`config.mk`:
```
export PLATFORM = sky130hd
export DESIGN_NAME = vga_timing_decoder
export DESIGN_NICKNAME = d
export VERILOG_FILES = /design/src/rtl/vga_timing_decoder.sv
export SDC_FILE = /design/constraint.sdc
export NUM_CORES = 1
export LEC_CHECK = 0
export ABC_AREA = 0
export CAP_MARGIN = 40
export CORE_MARGIN = 5
export CORE_UTILIZATION = 58
export CTS_CLUSTER_DIAMETER = 30
export DETAILED_ROUTE_END_ITERATION = 10
export GPL_ROUTABILITY_DRIVEN = 0
export PLACE_DENSITY = 0.88
export SYNTH_ARGS = -nofsm -noshare
export SYNTH_HDL_FRONTEND = slang
export SYNTH_SLANG_ARGS = --single-unit
```
`constraint.sdc`:
```
create_clock -name clk_vga -period 6.5 [get_ports clk_vga]
set_input_delay 0.65 -clock clk_vga [delete_from_list [all_inputs] [get_ports clk_vga]]
set_output_delay 0.65 -clock clk_vga [all_outputs]
set_load 0.02 [all_outputs]
```
`src/rtl/vga_timing_decoder.sv`:
```
// VGA timing recovery: samples active-low HSYNC/VSYNC, rebuilds the pixel and
// line counters, measures line/frame periods and sync widths, and tracks lock.
module vga_timing_decoder #(
  parameter int unsigned LOCK_FRAMES = 2,
  parameter logic [10:0] CNT_MAX     = 11'd2047
) (
  input  logic        clk_vga,
  input  logic        rst_n,
  input  logic        hs_in,
  input  logic        vs_in,
  output logic [10:0] hc_rec,
  output logic [10:0] vc_rec,
  output logic [10:0] h_total,
  output logic [10:0] v_total,
  output logic [10:0] hs_width,
  output logic [10:0] vs_width,
  output logic        locked,
  output logic        frame_start,
  output logic        timing_err
);

  localparam logic [3:0] LockTarget = 4'(LOCK_FRAMES);

  typedef enum logic [1:0] {
    StSearch,
    StVerify,
    StLocked
  } state_e;

  state_e      state_q;
  logic        hs_r_q, hs_d_q, vs_r_q, vs_d_q;
  logic [10:0] hc_q, vc_q;
  logic [10:0] h_total_q, v_total_q, hs_width_q, vs_width_q;
  logic [10:0] v_ref_q;
  logic [3:0]  match_q;
  logic [1:0]  hv_cnt_q;
  logic        line_bad_q;
  logic        locked_q, frame_start_q, timing_err_q;

  logic        hs_fall, hs_rise, vs_fall, vs_rise;
  logic        hc_sat, vc_sat, cnt_sat;
  logic [10:0] hc_inc;
  logic [10:0] v_total_new;
  logic [3:0]  match_inc;
  logic        line_bad_set, line_bad_eff;
  logic        lock_err, verify_abort, to_search;

  // Two-stage input sampling; the second stage gives the previous level for edge detection.
  always_ff @(posedge clk_vga) begin
    if (!rst_n) begin
      hs_r_q <= 1'b0;
      hs_d_q <= 1'b0;
      vs_r_q <= 1'b0;
      vs_d_q <= 1'b0;
    end else begin
      hs_r_q <= hs_in;
      hs_d_q <= hs_r_q;
      vs_r_q <= vs_in;
      vs_d_q <= vs_r_q;
    end
  end

  // Edge decode, measurement arithmetic and lock-loss conditions.
  always_comb begin
    hs_fall      = hs_d_q & ~hs_r_q;
    hs_rise      = ~hs_d_q & hs_r_q;
    vs_fall      = vs_d_q & ~vs_r_q;
    vs_rise      = ~vs_d_q & vs_r_q;
    hc_sat       = (hc_q == CNT_MAX);
    vc_sat       = (vc_q == CNT_MAX);
    cnt_sat      = hc_sat | vc_sat;
    hc_inc       = hc_q + 11'd1;
    // VSYNC may land on the same clock as the HSYNC fall that would have counted this line.
    v_total_new  = vc_q + {10'd0, hs_fall};
    match_inc    = match_q + 4'd1;
    line_bad_set = hs_fall && (hv_cnt_q >= 2'd2) && (hc_inc != h_total_q);
    line_bad_eff = line_bad_q | line_bad_set;
    lock_err     = (state_q == StLocked) &&
                   ((line_bad_set && !line_bad_q) ||
                    (vs_fall && (v_total_new != v_ref_q)) ||
                    cnt_sat);
    verify_abort = (state_q == StVerify) && cnt_sat;
    to_search    = lock_err | verify_abort;
  end

  // Horizontal and vertical counters with their period/width measurements.
  always_ff @(posedge clk_vga) begin
    if (!rst_n) begin
      hc_q       <= 11'd0;
      vc_q       <= 11'd0;
      h_total_q  <= 11'd0;
      v_total_q  <= 11'd0;
      hs_width_q <= 11'd0;
      vs_width_q <= 11'd0;
    end else begin
      if (hs_fall) begin
        h_total_q <= hc_inc;
        hc_q      <= 11'd0;
      end else if (!hc_sat) begin
        hc_q <= hc_inc;
      end
      if (hs_rise) begin
        hs_width_q <= hc_inc;
      end
      // A frame start takes priority over the line increment of a coincident HSYNC fall.
      if (vs_fall) begin
        v_total_q <= v_total_new;
        vc_q      <= 11'd0;
      end else if (hs_fall && !vc_sat) begin
        vc_q <= vc_q + 11'd1;
      end
      if (vs_rise) begin
        vs_width_q <= v_total_new;
      end
    end
  end

  // Line-length consistency check; the first two falls after SEARCH only prime h_total.
  always_ff @(posedge clk_vga) begin
    if (!rst_n) begin
      hv_cnt_q   <= 2'd0;
      line_bad_q <= 1'b0;
    end else begin
      if (to_search) begin
        hv_cnt_q <= 2'd0;
      end else if (hs_fall && (hv_cnt_q != 2'd3)) begin
        hv_cnt_q <= hv_cnt_q + 2'd1;
      end
      if (vs_fall) begin
        line_bad_q <= 1'b0;
      end else if (line_bad_set) begin
        line_bad_q <= 1'b1;
      end
    end
  end

  // Lock state machine with registered status outputs.
  always_ff @(posedge clk_vga) begin
    if (!rst_n) begin
      state_q       <= StSearch;
      match_q       <= 4'd0;
      v_ref_q       <= 11'd0;
      locked_q      <= 1'b0;
      frame_start_q <= 1'b0;
      timing_err_q  <= 1'b0;
    end else begin
      frame_start_q <= 1'b0;
      timing_err_q  <= 1'b0;
      unique case (state_q)
        StSearch: begin
          locked_q <= 1'b0;
          if (vs_fall) begin
            state_q <= StVerify;
            match_q <= 4'd0;
            v_ref_q <= 11'd0;
          end
        end
        StVerify: begin
          if (verify_abort) begin
            state_q  <= StSearch;
            locked_q <= 1'b0;
          end else if (vs_fall) begin
            v_ref_q <= v_total_new;
            if (!line_bad_eff && (v_ref_q != 11'd0) && (v_total_new == v_ref_q)) begin
              match_q <= match_inc;
              if (match_inc == LockTarget) begin
                state_q  <= StLocked;
                locked_q <= 1'b1;
              end
            end else begin
              match_q <= 4'd0;
            end
          end
        end
        StLocked: begin
          if (vs_fall) begin
            frame_start_q <= 1'b1;
          end
          if (lock_err) begin
            timing_err_q <= 1'b1;
            state_q      <= StSearch;
            locked_q     <= 1'b0;
          end
        end
        default: begin
          state_q  <= StSearch;
          locked_q <= 1'b0;
        end
      endcase
    end
  end

  assign hc_rec      = hc_q;
  assign vc_rec      = vc_q;
  assign h_total     = h_total_q;
  assign v_total     = v_total_q;
  assign hs_width    = hs_width_q;
  assign vs_width    = vs_width_q;
  assign locked      = locked_q;
  assign frame_start = frame_start_q;
  assign timing_err  = timing_err_q;

endmodule

```
==> results of run 1 <==
final timing paths:
path	to	slack [ns]	depth (start not counted)
setup / recovery	locked	2.71	12
hold / removal	hs_d_q	0.47	1
setup reg to reg	locked	2.71	12
hold reg to reg	hs_d_q	0.47	1
synth_stat cells, types with 8 or more instances:
cell type,n
inv_1,10
and3_1,9
a211oi_1,44
nor2b_1,9
and2_1,11
o21ai_0,18
buf_2,8
ha_1,8
clkbuf_1,18
nor2_1,76
xnor2_1,19
a21oi_1,21
nand3_1,22
nand2_1,35
xor2_1,19
nand2b_1,8
nand4_1,10
dfxtp_1,93
metrics by stage:
| step | power, W | cells |
|---|---|---|
| 2_1_floorplan | 0.000688 | 523 |
| 3_3_place_gp | 0.000734 | 665 |
| 3_5_place_dp | 0.000738 | 666 |
| 4_1_cts | 0.00116 | 682 |
| 5_1_grt | 0.00120 | 682 |
| 6_report | 0.00116 | 682 |
routing by layer:
metal / up-vias / share of wire (%)
li1: 1977 / -
met1: 2015 / 43
met2: 196 / 47
met3: 33 / 7.2
met4: 0 / 2.7
met5: - / 0
worst max-delay path, cell delays in order (launching register included):
cell and delay (ns):
dfxtp_1 0.32, nand2b_1 0.21, inv_1 0.55, ha_1 0.31, ha_1 0.25, nand3_1 0.28
o311ai_1 0.42, o2111ai_1 0.18, nor4_1 0.35, nand4_1 0.21, nor2_1 0.26, a21oi_1 0.13
a211oi_2 0.24
registers in the layout, indices dropped and copies added, names as in the netlist, 4 cells and up:
| register | flops |
|---|---|
| v_ref_q | 11 |
| match_q | 4 |
| hc_rec | 11 |
| h_total | 11 |
| vs_width | 11 |
| hs_width | 11 |
| vc_rec | 11 |
| v_total | 11 |
layout by cell type (no fill, tap or decap), drive strengths merged, types with 2 or more instances in the layout:
cell and count:
a211o 2, a211oi 45, a21oi 21, a22oi 4, a2bb2oi 4, a31oi 3
and2 11, and3 9, and4 5, buf 5, bufinv 2, clkbuf 10
clkdlybuf4s50 72, clkinvlp 2, dfxtp 93, ha 8, inv 12, mux2i 6
nand2 35, nand2b 8, nand3 23, nand3b 2, nand4 10, nand4b 2
nor2 76, nor2b 9, nor3 3, nor3b 2, nor4 6, nor4b 3
o2111ai 2, o211ai 4, o21ai 19, o221ai 2, o41ai 2, or2 2
or3 3, xnor2 19, xor2 19
area by class of cell:
cell class              count  share of cell area, %
multi-input cells         384                   44.8
flip-flops and latches     93                   34.2
repair buffers             77                   13.9
clock buffers              10                   2.35
well taps                 102                   2.35
clock inverters             6                   1.70
inverters                  10                  0.690
report_power, final:
| part | internal [W] | switching (W) |
|---|---|---|
| clock network | 0.000220 | 0.000211 |
| registers | 0.000587 | 0.0000156 |
| logic | 0.0000529 | 0.0000703 |
logic make-up after synthesis:
kind of cell | count (synthesis) | share of synthesized area, %
simple gates | 211 | 23.4
compound gates | 120 | 19.2
flops | 93 | 41.4
buf+inv | 46 | 4.56
xor+xnor | 39 | 7.92
fa+ha+maj | 8 | 2.22
mux | 6 | 1.33
==> key figures, run 1 <==
Timing
  • Setup WS post-layout: 2.71 ns
  • Achievable Freq: 0.264 GHz
  • Final hold violations: 0
  • Slew HR: 53.5%
  • Final Cycle Share: 58.2%
  • Setup repair after global routing missed its margin: no
  • Final Hold Slack: 0.468 ns
  • Max Slew Vio Count: 0
  • Total Neg Setup Slack: 0 ns
  • Worst Skew: 0.0159 ns
  • Worst-Margin Slew: 0.697 ns
  • Minimum clock period after layout: 3.79 ns
  • Finish-stage setup viols: 0

Global route
  • M3 GR Usage: 4.14%
  • First-pass GRT wire length: 18900 um
  • M2 GR Usage: 37.7%
  • GR peak layer: met2
  • Met1 usage: 31.5%
  • Grt total ovfl: 0
  • Initial antenna violation count: 0
  • Pin count of the biggest net entering global routing: 38
  • Vias in the first global route: 3905
  • Total Routing Usage GR: 23.8%

Drt
  • Routed WL: 11700 um
  • Routed len/inst: 17.1 um
  • Vias: 4221
  • Vias per Instance: 6.19
  • DRT Pass-1 Iters: 5
  • First DRT Iteration DRCs: 231
  • DRC Markers: 0
  • ANT nets after route: 0

Placement
  • Post-Place Worst Slack: 2.82 ns
  • HPWL after DPL: 8320 um
  • Placed cell area: 5220 um2
  • Input/output buffers: 72

CTS
  • Post CTS Setup Buffer Count: 0
  • Post-CTS sizing: 0
  • CTS tree: yes
  • Root buffer cell: clkbuf_8
  • Num CTS Buffers: 9
  • CTS max path bufs: 2
  • Skew-Pair Late Insertion Delay: 0.36 ns
  • # clock sinks: 93
  • Worst-path clk slew: 0.09 ns
  • Hold-fix buffers, CTS: 0
  • CTS HTree Levels: 3

Cells and area
  • Multi-input logic area: 2430 um2
  • Fill cells: 582
  • Final instance area: 5440 um2
  • Core Util, Final: 71.1%
  • Syn-to-layout area delta: 20.8%
  • Share of layout cells above drive strength 1: 5.00%
  • Register Area: 1860 um2
  • Antenna cells: 0
  • Final net count: 587

Die
  • Initial core utilization: 58.9%
  • Core area: 7650 um2
  • Die extent in y: 98.1 um
  • Num rows: 32
  • Io pins: 73
  • Die Area: 9620 um2
  • Chip Width: 98.1 um

Critical path
  • Crit path DAT: 4.06 ns
  • Setup crit end kind: flip-flop
  • Setup CP Type: flip-flop to flip-flop
  • Required @ worst endpoint: 6.77 ns
  • CP startpoint: hs_r_q
  • Maximum fanout along the worst path: 24
  • Reg-to-reg startpoint: hs_r_q
  • Worst Setup Start Kind: flip-flop

Synthesis
  • Number of flops mapped to enable cells by yosys: 0
  • Ranking of synthesized cells by area: dfxtp_1 (41%), a211oi_1 (7.3%), nor2_1 (6.3%)
  • Syn nets: 535
  • Share of the synthesized area in the top cell type: 41.4%
  • Netlist cell types: 58
  • Syn Area/Cell: 8.61 um2
  • Cell area after synthesis: 4500 um2
  • Register area share after synthesis: 41.4%
  • Ys async rst share: 0%
  • Yosys warns: 0
  • Dominant synthesized flop cell: dfxtp_1
  • #FFs+latches synth: 93
  • Mapped Cells: 523
  • Post-synth top area cell: dfxtp_1

Power
  • PD cells: 213 nW/um2
  • P_leak: 1.91 nW
  • Peak supply drop: 127 uV

Min path
  • HP Class: flip-flop to flip-flop
  • Hold_sp: hs_r_q

Flow run
  • Max_cap viols: 0

Run status
  • Run status: complete, no violations
Power figures use the tool's default switching activity.
==> run 2: changes to the inputs <==
CORE_UTILIZATION = 48   (was 58)
PLACE_DENSITY = 0.78   (was 0.88)
clock period = 3.1 ns   (was 6.5 ns; I/O delays follow)
==> run 2 against run 1 <==
Against the previous run:
- setup slack got worse by 2.6 ns
- critical endpoint unchanged
- sequential cell count unchanged
- cell count increased by 3.7%
- core utilization decreased by 10 points
- sequential share of layout area decreased by 0.90 points
- register-to-register slack got worse by 2.6 ns
==> key figures, run 2 (synthesis results as in run 1) <==
Run status
  • Run status: complete, no violations

CTS
  • Hold-fix buffers, CTS: 0
  • Num CTS Buffers: 9
  • Worst-path clk slew: 0.09 ns
  • CTS tree: yes
  • Skew-Pair Late Insertion Delay: 0.36 ns
  • CTS HTree Levels: 3
  • CTS max path bufs: 2
  • Root buffer cell: clkbuf_8
  • # clock sinks: 93

Power
  • Sequential group share of total power: 55.8%
  • Internal power: 0.00164 W
  • PD cells: 404 nW/um2
  • Comb pwr share: 11.9%
  • Clock share of power: 32.3%
  • Sw Pwr: 0.000619 W
  • P_leak: 1.98 nW
  • Peak supply drop: 216 uV
  • Switching Fraction: 27.4%

Critical path
  • CP max stage cell: a2111o_1
  • Cell Chain, Critical Path: nand2b_1, inv_1, ha_1, ha_2, xnor2_2, xor2_1, nand3_1, a2111o_1, nor4b_4, o21ba_2, o2111ai_1, a211oi_2
  • Worst Setup Start Kind: flip-flop
  • Required @ worst endpoint: 3.38 ns
  • CP Depth: 12
  • Setup crit end kind: flip-flop
  • Worst r2r dst: locked
  • Slowest stage delay, CP: 0.42 ns
  • Reg-to-reg startpoint: hs_r_q
  • CP startpoint: hs_r_q
  • Reg2Reg Depth: 12
  • Setup CP Type: flip-flop to flip-flop
  • Maximum fanout along the worst path: 4
  • WP buf/inv: 1
  • Setup slack, reg-to-reg: 0.11 ns
  • Worst setup path endpoint: locked
  • Top Family by Delay on Critical Path: compound AO/OA/AOI/OAI gates
  • Crit path DAT: 3.27 ns

Die
  • Num rows: 35
  • Die Area: 11400 um2
  • Chip Width: 107 um
  • Initial core utilization: 49.0%
  • Io pins: 73
  • Core area: 9200 um2
  • Die extent in y: 107 um

Timing
  • Max Slew Vio Count: 0
  • Minimum clock period after layout: 2.99 ns
  • Final Hold Slack: 0.463 ns
  • Final hold violations: 0
  • Finish-stage setup viols: 0
  • Achievable Freq: 0.334 GHz
  • Slew HR: 60.0%
  • Worst-Margin Slew: 0.597 ns
  • Worst Skew: 0.00918 ns
  • Total Neg Setup Slack: 0 ns
  • Final Cycle Share: 96.4%

Cells and area
  • Most frequent cells in the layout: dfxtp_1 (93), nor2_1 (75), clkdlybuf4s50_1 (72), a211oi_1 (44), nand2_1 (35)
  • Final net count: 603
  • Fin cells: 707
  • Share of layout cells above drive strength 1: 9.23%
  • Syn-to-layout area delta: 24.1%
  • Final instance area: 5590 um2
  • Antenna cells: 0
  • Core Util, Final: 60.8%
  • Most common cell after layout, fill and taps aside: dfxtp_1
  • Fill cells: 820

Global route
  • First-pass GRT wire length: 19300 um
  • Grt total ovfl: 0
  • Pin count of the biggest net entering global routing: 39
  • Vias in the first global route: 3892
  • Initial antenna violation count: 0
  • Total Routing Usage GR: 20.8%

Placement
  • HPWL after DPL: 8590 um
  • Input/output buffers: 72
  • Placed cell area: 5340 um2
  • Dpl cells: 689

Drt
  • Routed len/inst: 16.8 um
  • Vias: 4178
  • DRC Markers: 0
  • DRT Pass-1 Iters: 5
  • ANT nets after route: 0
  • Vias per Instance: 5.91
  • Routed WL: 11900 um
  • First DRT Iteration DRCs: 276

Min path
  • HP Class: flip-flop to flip-flop

Flow run
  • Max_cap viols: 0
-- run 2: changes by cell type in the layout (fill, tap and decap cells not counted), sizes merged --
cell and delta:
buf +16, clkinv +3, bufinv -2, clkbuf -1, clkinvlp +1, inv -1
-- run 2: final cells by class --
cell class / count / area, um2 / share of cell area (%)
Tap cell: 111 / 139 / 2.49
Sequential cell: 93 / 1860 / 33.3
Timing Repair Buffer: 93 / 878 / 15.7
Clock buffer: 9 / 124 / 2.22
Multi-Input combinational cell: 384 / 2500 / 44.7
Clock inverter: 7 / 50.0 / 0.896
Inverter: 10 / 37.5 / 0.672
-- run 2: worst min path at each step --
stage / startpoint / endpoint / slack, ns / cells after the start
3_3_place_gp: hs_r_q / hs_d_q / 0.45 / 1
3_5_place_dp: v_total[1] / v_total[1] / 0.46 / 2
2_1_floorplan: hs_r_q / hs_d_q / 0.44 / 1
5_1_grt: match_q[3] / match_q[3] / 0.49 / 2
4_1_cts: v_total[1] / v_total[1] / 0.47 / 2
6_report: v_total[1] / v_total[1] / 0.46 / 2
-- run 2: timing repair --
item / in CTS / in global routing
endpoints found under the setup margin: 0 / 10
buffers inserted: 0 / 2
gates resized for setup: 0 / 11
-- run 2: metrics by stage --
step,worst slack [ns],power [W]
6_report,0.110,0.00226
5_1_grt,-0.0572,0.00236
4_1_cts,0.0433,0.00228
3_5_place_dp,0.0774,0.00155
3_3_place_gp,0.195,0.00155
2_1_floorplan,0.0413,0.00144
-- run 2: per-layer routing --
layer	track usage [%]	share of wire, %	vias to the layer above
li1	-	-	2004
met1	26.9	43	1982
met2	34.0	47	171
met3	3.91	6.8	21
met4	9.04	2.4	0
met5	0	0	-
-- run 2: worst min-delay path, cell delays in order (launching register included) --
cell     delay (ns)
dfxtp_1        0.32
nand2_1        0.05
a21oi_1        0.05
-- run 2: power groups by stage --
stage	registers (W)	logic, W	clock network [W]
after floorplan	0.00132	0.000120	0
after global placement	0.00129	0.000260	0
after detailed placement	0.00129	0.000265	0
after CTS	0.00126	0.000267	0.000752
after global routing	0.00127	0.000291	0.000802
final	0.00126	0.000269	0.000731
